File: src/rtl/dm_arbiter_if.sv
// Bundle of the two requester ports and the single-port DM port of dm_arbiter.
// The arbiter connects through the slave modport; whatever drives requests and
// models the DM connects through the master modport.
interface dm_arbiter_if;
    // requester 0 (CPU load/store)
    logic        m0_req;
    logic        m0_we;
    logic [31:0] m0_addr;
    logic [31:0] m0_wd;
    logic        m0_gnt;
    logic        m0_rvalid;
    logic [31:0] m0_rdata;
    logic        m0_err;

    // requester 1 (debug/DMA)
    logic        m1_req;
    logic        m1_we;
    logic [31:0] m1_addr;
    logic [31:0] m1_wd;
    logic        m1_gnt;
    logic        m1_rvalid;
    logic [31:0] m1_rdata;
    logic        m1_err;

    // shared single-port DM, combinational read
    logic        dm_we;
    logic [31:0] dm_addr;
    logic [31:0] dm_wd;
    logic [31:0] dm_rd;

    modport slave (
        input  m0_req, m0_we, m0_addr, m0_wd,
        output m0_gnt, m0_rvalid, m0_rdata, m0_err,
        input  m1_req, m1_we, m1_addr, m1_wd,
        output m1_gnt, m1_rvalid, m1_rdata, m1_err,
        output dm_we, dm_addr, dm_wd,
        input  dm_rd
    );

    modport master (
        output m0_req, m0_we, m0_addr, m0_wd,
        input  m0_gnt, m0_rvalid, m0_rdata, m0_err,
        output m1_req, m1_we, m1_addr, m1_wd,
        input  m1_gnt, m1_rvalid, m1_rdata, m1_err,
        input  dm_we, dm_addr, dm_wd,
        output dm_rd
    );
endinterface

File: src/rtl/dm_arbiter.sv
// Two-requester round-robin arbiter in front of a single-port data memory.
// Each transaction is IDLE -> ACCESS -> RESP, three cycles, one at a time.
//
//   state  | meaning
//   -------+---------------------------------------------------------------
//   IDLE   | waiting; requests sampled, winner's command latched on exit
//   ACCESS | winner granted, DM driven from the latched command, read captured
//   RESP   | winner sees rvalid/err/rdata for one cycle, pointer updated
module dm_arbiter #(
    parameter int unsigned DM_WORDS = 1024
) (
    input  logic          clk_i,
    input  logic          reset_ni,
    dm_arbiter_if.slave   bus,
    output logic          busy_o
);

    typedef enum logic [1:0] {
        IDLE   = 2'd0,
        ACCESS = 2'd1,
        RESP   = 2'd2
    } state_t;

    // one past the last legal byte address; 33 bits so DM_WORDS*4 never wraps
    localparam logic [32:0] DM_BYTES = 33'(DM_WORDS) * 33'd4;

    state_t      state_q, state_d;
    logic        last_q, last_d;       // last-granted requester
    logic        win_q, win_d;         // requester owning the current transaction
    logic        cmd_we_q, cmd_we_d;
    logic [31:0] cmd_addr_q, cmd_addr_d;
    logic [31:0] cmd_wd_q, cmd_wd_d;
    logic [31:0] rdata0_q, rdata0_d;
    logic [31:0] rdata1_q, rdata1_d;

    logic        any_req;
    logic        win_sel;
    logic        cmd_err;
    logic [31:0] rd_capture;

    assign any_req = bus.m0_req | bus.m1_req;

    // Misaligned or out-of-range addresses error out; computed from the latched
    // command so it is stable across ACCESS and RESP.
    assign cmd_err = (cmd_addr_q[1:0] != 2'b00) || ({1'b0, cmd_addr_q} >= DM_BYTES);

    // Read data to capture: only a legal read takes the DM value.
    assign rd_capture = (!cmd_we_q && !cmd_err) ? bus.dm_rd : 32'h0;

    // Winner selection: single request wins outright, a tie goes to the
    // requester that was not granted last.
    always_comb begin
        win_sel = 1'b0;
        if (bus.m0_req && bus.m1_req) begin
            win_sel = ~last_q;
        end else begin
            win_sel = bus.m1_req;
        end
    end

    // State, pointer, command and read-data registers.
    always_ff @(posedge clk_i or negedge reset_ni) begin
        if (!reset_ni) begin
            state_q    <= IDLE;
            last_q     <= 1'b1;
            win_q      <= 1'b0;
            cmd_we_q   <= 1'b0;
            cmd_addr_q <= 32'h0;
            cmd_wd_q   <= 32'h0;
            rdata0_q   <= 32'h0;
            rdata1_q   <= 32'h0;
        end else begin
            state_q    <= state_d;
            last_q     <= last_d;
            win_q      <= win_d;
            cmd_we_q   <= cmd_we_d;
            cmd_addr_q <= cmd_addr_d;
            cmd_wd_q   <= cmd_wd_d;
            rdata0_q   <= rdata0_d;
            rdata1_q   <= rdata1_d;
        end
    end

    // Next-state logic: latch command on leaving IDLE, capture read in ACCESS,
    // move the round-robin pointer in RESP.
    always_comb begin
        state_d    = state_q;
        last_d     = last_q;
        win_d      = win_q;
        cmd_we_d   = cmd_we_q;
        cmd_addr_d = cmd_addr_q;
        cmd_wd_d   = cmd_wd_q;
        rdata0_d   = rdata0_q;
        rdata1_d   = rdata1_q;
        unique case (state_q)
            IDLE: begin
                if (any_req) begin
                    state_d    = ACCESS;
                    win_d      = win_sel;
                    cmd_we_d   = win_sel ? bus.m1_we   : bus.m0_we;
                    cmd_addr_d = win_sel ? bus.m1_addr : bus.m0_addr;
                    cmd_wd_d   = win_sel ? bus.m1_wd   : bus.m0_wd;
                end
            end
            ACCESS: begin
                state_d = RESP;
                if (win_q) begin
                    rdata1_d = rd_capture;
                end else begin
                    rdata0_d = rd_capture;
                end
            end
            RESP: begin
                state_d = IDLE;
                last_d  = win_q;
            end
            default: begin
                state_d = IDLE;
            end
        endcase
    end

    // Outputs decoded from the registered state only, so an async reset
    // clears dm_we and every strobe in the same cycle.
    always_comb begin
        bus.m0_gnt    = 1'b0;
        bus.m1_gnt    = 1'b0;
        bus.m0_rvalid = 1'b0;
        bus.m1_rvalid = 1'b0;
        bus.m0_err    = 1'b0;
        bus.m1_err    = 1'b0;
        bus.m0_rdata  = 32'h0;
        bus.m1_rdata  = 32'h0;
        bus.dm_we     = 1'b0;
        bus.dm_addr   = 32'h0;
        bus.dm_wd     = 32'h0;
        if (state_q == ACCESS) begin
            bus.m0_gnt  = ~win_q;
            bus.m1_gnt  = win_q;
            bus.dm_we   = cmd_we_q & ~cmd_err;
            bus.dm_addr = cmd_addr_q;
            bus.dm_wd   = cmd_wd_q;
        end else if (state_q == RESP) begin
            bus.m0_rvalid = ~win_q;
            bus.m1_rvalid = win_q;
            bus.m0_err    = ~win_q & cmd_err;
            bus.m1_err    = win_q & cmd_err;
            bus.m0_rdata  = win_q ? 32'h0 : rdata0_q;
            bus.m1_rdata  = win_q ? rdata1_q : 32'h0;
        end
    end

    assign busy_o = (state_q != IDLE);

endmodule
File: src/flat_wrapper.sv
// flat-port wrapper written by rule: the top's interface ports become plain ports
module dm_arbiter_flat 
#(
    parameter int unsigned DM_WORDS = 1024
)
  (clk_i, reset_ni, busy_o, bus_m0_req, bus_m0_we, bus_m0_addr, bus_m0_wd, bus_m0_gnt, bus_m0_rvalid, bus_m0_rdata, bus_m0_err, bus_m1_req, bus_m1_we, bus_m1_addr, bus_m1_wd, bus_m1_gnt, bus_m1_rvalid, bus_m1_rdata, bus_m1_err, bus_dm_we, bus_dm_addr, bus_dm_wd, bus_dm_rd);
  dm_arbiter_if bus_i ();
  input  logic clk_i;
  input  logic reset_ni;
  output logic busy_o;
  input wire logic [$bits(bus_i.m0_req)-1:0] bus_m0_req;
  input wire logic [$bits(bus_i.m0_we)-1:0] bus_m0_we;
  input wire logic [$bits(bus_i.m0_addr)-1:0] bus_m0_addr;
  input wire logic [$bits(bus_i.m0_wd)-1:0] bus_m0_wd;
  output wire logic [$bits(bus_i.m0_gnt)-1:0] bus_m0_gnt;
  output wire logic [$bits(bus_i.m0_rvalid)-1:0] bus_m0_rvalid;
  output wire logic [$bits(bus_i.m0_rdata)-1:0] bus_m0_rdata;
  output wire logic [$bits(bus_i.m0_err)-1:0] bus_m0_err;
  input wire logic [$bits(bus_i.m1_req)-1:0] bus_m1_req;
  input wire logic [$bits(bus_i.m1_we)-1:0] bus_m1_we;
  input wire logic [$bits(bus_i.m1_addr)-1:0] bus_m1_addr;
  input wire logic [$bits(bus_i.m1_wd)-1:0] bus_m1_wd;
  output wire logic [$bits(bus_i.m1_gnt)-1:0] bus_m1_gnt;
  output wire logic [$bits(bus_i.m1_rvalid)-1:0] bus_m1_rvalid;
  output wire logic [$bits(bus_i.m1_rdata)-1:0] bus_m1_rdata;
  output wire logic [$bits(bus_i.m1_err)-1:0] bus_m1_err;
  output wire logic [$bits(bus_i.dm_we)-1:0] bus_dm_we;
  output wire logic [$bits(bus_i.dm_addr)-1:0] bus_dm_addr;
  output wire logic [$bits(bus_i.dm_wd)-1:0] bus_dm_wd;
  input wire logic [$bits(bus_i.dm_rd)-1:0] bus_dm_rd;
  assign bus_i.m0_req = bus_m0_req;
  assign bus_i.m0_we = bus_m0_we;
  assign bus_i.m0_addr = bus_m0_addr;
  assign bus_i.m0_wd = bus_m0_wd;
  assign bus_m0_gnt = bus_i.m0_gnt;
  assign bus_m0_rvalid = bus_i.m0_rvalid;
  assign bus_m0_rdata = bus_i.m0_rdata;
  assign bus_m0_err = bus_i.m0_err;
  assign bus_i.m1_req = bus_m1_req;
  assign bus_i.m1_we = bus_m1_we;
  assign bus_i.m1_addr = bus_m1_addr;
  assign bus_i.m1_wd = bus_m1_wd;
  assign bus_m1_gnt = bus_i.m1_gnt;
  assign bus_m1_rvalid = bus_i.m1_rvalid;
  assign bus_m1_rdata = bus_i.m1_rdata;
  assign bus_m1_err = bus_i.m1_err;
  assign bus_dm_we = bus_i.dm_we;
  assign bus_dm_addr = bus_i.dm_addr;
  assign bus_dm_wd = bus_i.dm_wd;
  assign bus_i.dm_rd = bus_dm_rd;
  dm_arbiter #(.DM_WORDS(DM_WORDS)) u_core (.clk_i(clk_i), .reset_ni(reset_ni), .bus(bus_i), .busy_o(busy_o));
endmodule
File: config.mk
export PLATFORM = sky130hd
export DESIGN_NAME = dm_arbiter_flat
export DESIGN_NICKNAME = d
export VERILOG_FILES = /design/src/rtl/dm_arbiter_if.sv /design/src/rtl/dm_arbiter.sv /design/src/flat_wrapper.sv
export SDC_FILE = /design/constraint.sdc
export NUM_CORES = 1
export LEC_CHECK = 0
export ABC_AREA = 1
export CORE_AREA = 2 2 169 171
export CTS_CLUSTER_DIAMETER = 150
export DETAILED_ROUTE_END_ITERATION = 16
export DIE_AREA = 0 0 171 173
export PLACE_DENSITY = 0.54
export SKIP_LAST_GASP = 1
export SYNTH_ARGS = -nofsm -noshare
export SYNTH_HDL_FRONTEND = slang
export SYNTH_SLANG_ARGS = --single-unit
File: constraint.sdc
create_clock -name clk_i -period 1.6 [get_ports clk_i]
set_input_delay 0.32 -clock clk_i [delete_from_list [all_inputs] [get_ports clk_i]]
set_output_delay 0.32 -clock clk_i [all_outputs]
set_load 0.02 [all_outputs]
==> impl_results.md <==
* Yosys Warn Count at 0
* Die Width at 171 µm
* Dpl cells at 1,569
* CTS tree: built
* Final Max Slew Viols at 0
* Pre-antenna DRT Iters at 5
* Seq/Total Area, Yosys at 48.44%
* Syn Nets at 1,063
* Ys async rst share at 100.0%
* First-pass GRT wire length at 43.73 mm
* Fin crit share at 125.3%
* DP Area at 10,690 µm²
* Distinct cells, synth at 23
* Vias in the first global route at 7,743
* Post-Layout Cell Count at 1,674
* Grt ovf at 0
* Actual slew at the worst max-slew pin at 0.6990 ns
* Vias at 7,726
* Pre-CTS setup slack at -0.5491 ns
* Relative slew slack at 53.40%
* Critical Path AT at 1.68 ns
* Final setup margin at -0.4042 ns
* Violated checks: negative setup slack
* Initial antenna violation count at 2
* Power Density at 1617 nW/µm²
* Clock buffer depth at 2
* Antenna-violating nets left at 0
* Yosys top cell area share at 48.06%
* Tmin final at 2.004 ns
* Core area at 27,630 µm²
* Maximum clock frequency at 499.0 MHz
* CP endpoint kind: output pin
* Post-synthesis cell count at 897
* Number of flops mapped to enable cells by yosys at 0
* Ant. Diodes at 0
* P_leak at 6.047 nW
* Layout cells sized above 1 at 36.19%
* WL final at 30.28 mm
* Starting Density at 24.88%
* Crit path launch: u_core.state_q[1]
* Skew-Pair Late Insertion Delay at 0.41 ns
* Crit path max fanout at 6
* Drt drc at 0
* GPL Wtd Cong at 0.7944
* Post-synth top flop: dfrtp_1
* CTS sink cnt at 133
* Nets at 1,452
* Cell area after layout at 13,690 µm²
* Die Y at 173 µm
* Overall power at 22.12 mW
* Max Cap Violations at 0
* Final hold vios at 0
* Top-count cell post-synth: nor2_1
* FILL cells at 2,611
* Syn_area_per_cell at 7.662 µm²
* Cts bufs inserted at 17
* Final hold slack at 0.4038 ns
* Top post-synthesis cells by area: dfrtp_1 48%, nor2_1 11%, nand2_1 11%
* Status: finished with violations
* Largest net degree at the start of global routing at 79
* Port Buffers at 301
* Setup crit start kind: register
* Clock skew after layout at 0.009519 ns
* Clk slew on worst S/H paths at 0.06 ns
* RSZ-0062 raised after global routing: yes
* Setup violators final at 200
* Synth cell count leaders: 208 x nor2_1, 201 x nand2_1, 132 x dfrtp_1, 65 x inv_1, 64 x nand4_1
* Ports at 302
* H-tree levels at 4
* Max IR drop VDD at 0.7967 mV
* Reg2reg start: u_core.cmd_addr_q[26]
* Cell area after synthesis at 6873 µm²
* Num rows at 61
* HP Class: primary input to async pin
* DRT iter0 DRCs at 459
* Root Driver: clkbuf_16
* Leading area contributor after synthesis: dfrtp_1
* Worst Setup Path Type: register to output pin
* Total Routing Usage GR at 19.07%
* P&R area growth vs syn at 99.13%
* Die ar. at 29,580 µm²
* Critical path required time at 1.28 ns
* Synthesized flop and latch total at 133
* DP HPWL at 18.56 mm
* WL per Instance at 18.09 µm
* Vias/cell at 4.615
[power breakdown]
group	total, mW	internal, mW	switching (mW)	leakage [nW]
Clock	3.99	2.43	1.55	0.277
Combinational	13.4	6.09	7.27	4.04
Sequential	4.78	4.36	0.417	1.73
Total	22.1	12.9	9.24	6.05
[cells in the final DEF (no fill, tap or decap), drive strengths merged, types with 5 or more instances in the layout]
master         instances
dfrtp                132
inv                   78
o21ai                 70
clkdlybuf4s50        164
clkbuf                28
nand2                202
clkinv                 5
nand4                 65
nor2                 212
o22ai                 65
buf                  263
[timing repair]
action | CTS | global route
setup endpoints to repair | 200 | 250
cloned | 16 | 14
hold endpoints to repair | 27 | 0
pin swaps | 32 | 53
hold buffers | 1 | 0
buffers inserted | 29 | 17
resized for setup | 871 | 229
[routing by layer]
metal / wire [µm] / share of wire, % / track usage, % / up-vias
met5: 24 / 0.079 / 0 / -
met4: 499 / 1.6 / 4.484 / 4
met3: 2334 / 7.7 / 5.653 / 39
met2: 15250 / 50 / 32.56 / 312
met1: 12170 / 40 / 23.54 / 3661
li1: - / - / - / 3710
[kinds of logic (layout without fill, tap and decap cells)]
| group | after synthesis | count (layout) | share of synthesized area [%] |
|---|---|---|---|
| and+or+nand+nor | 480 | 480 | 29.36 |
| AOI/OAI and AO/OA | 135 | 135 | 12.34 |
| DFF | 133 | 133 | 48.44 |
| buffers and inverters | 149 | 548 | 9.849 |
[state kept, by name, indices dropped and copies added (netlist names)]
signal and cells:
u_core.rdata0_q 32, u_core.last_q 1, u_core.win_q 1, u_core.cmd_addr_q 32, u_core.state_q 2, u_core.cmd_wd_q 32, u_core.rdata1_q 32, u_core.cmd_we_q 1
[final timing paths]
path / to / depth (start not counted) / slack, ns
max: bus_dm_wd[18] / 7 / -0.40
min: u_core.rdata0_q[7] / 2 / 0.40
max reg2reg: u_core.rdata0_q[3] / 12 / -0.33
min reg2reg: u_core.rdata0_q[16] / 2 / 0.48
max in group asynchronous: u_core.rdata0_q[20] / 3 / 0.61
min in group clk_i: u_core.rdata0_q[16] / 2 / 0.48
[worst max-delay path, stage by stage (launching register included)]
cell and delay, ns:
dfrtp_1 0.42, nor2_4 0.14, buf_12 0.15, buf_12 0.12, inv_12 0.05, clkbuf_16 0.15
nor2_2 0.08, buf_4 0.14
[area by class of cell]
type | instances | area (µm²) | area share [%]
Clock buffer | 17 | 425.4 | 3.108
Clock inverter | 12 | 157.7 | 1.152
Inverter | 75 | 299.0 | 2.185
Multi-Input combinational cell | 615 | 3740 | 27.33
Sequential cell | 133 | 3331 | 24.34
Tap cell | 378 | 473.0 | 3.456
Timing Repair Buffer | 442 | 5224 | 38.17
Timing Repair inverter | 2 | 36.28 | 0.2651
[through the flow]
stage / utilization [%] / setup TNS [ns]
4_1_cts: 44.89 / -59.06
6_report: 49.53 / -59.52
2_1_floorplan: - / 0
3_5_place_dp: 38.68 / -87.18
3_3_place_gp: 38.68 / -89.63
5_1_grt: 49.53 / -77.80
(Power assumes the default switching activity.)
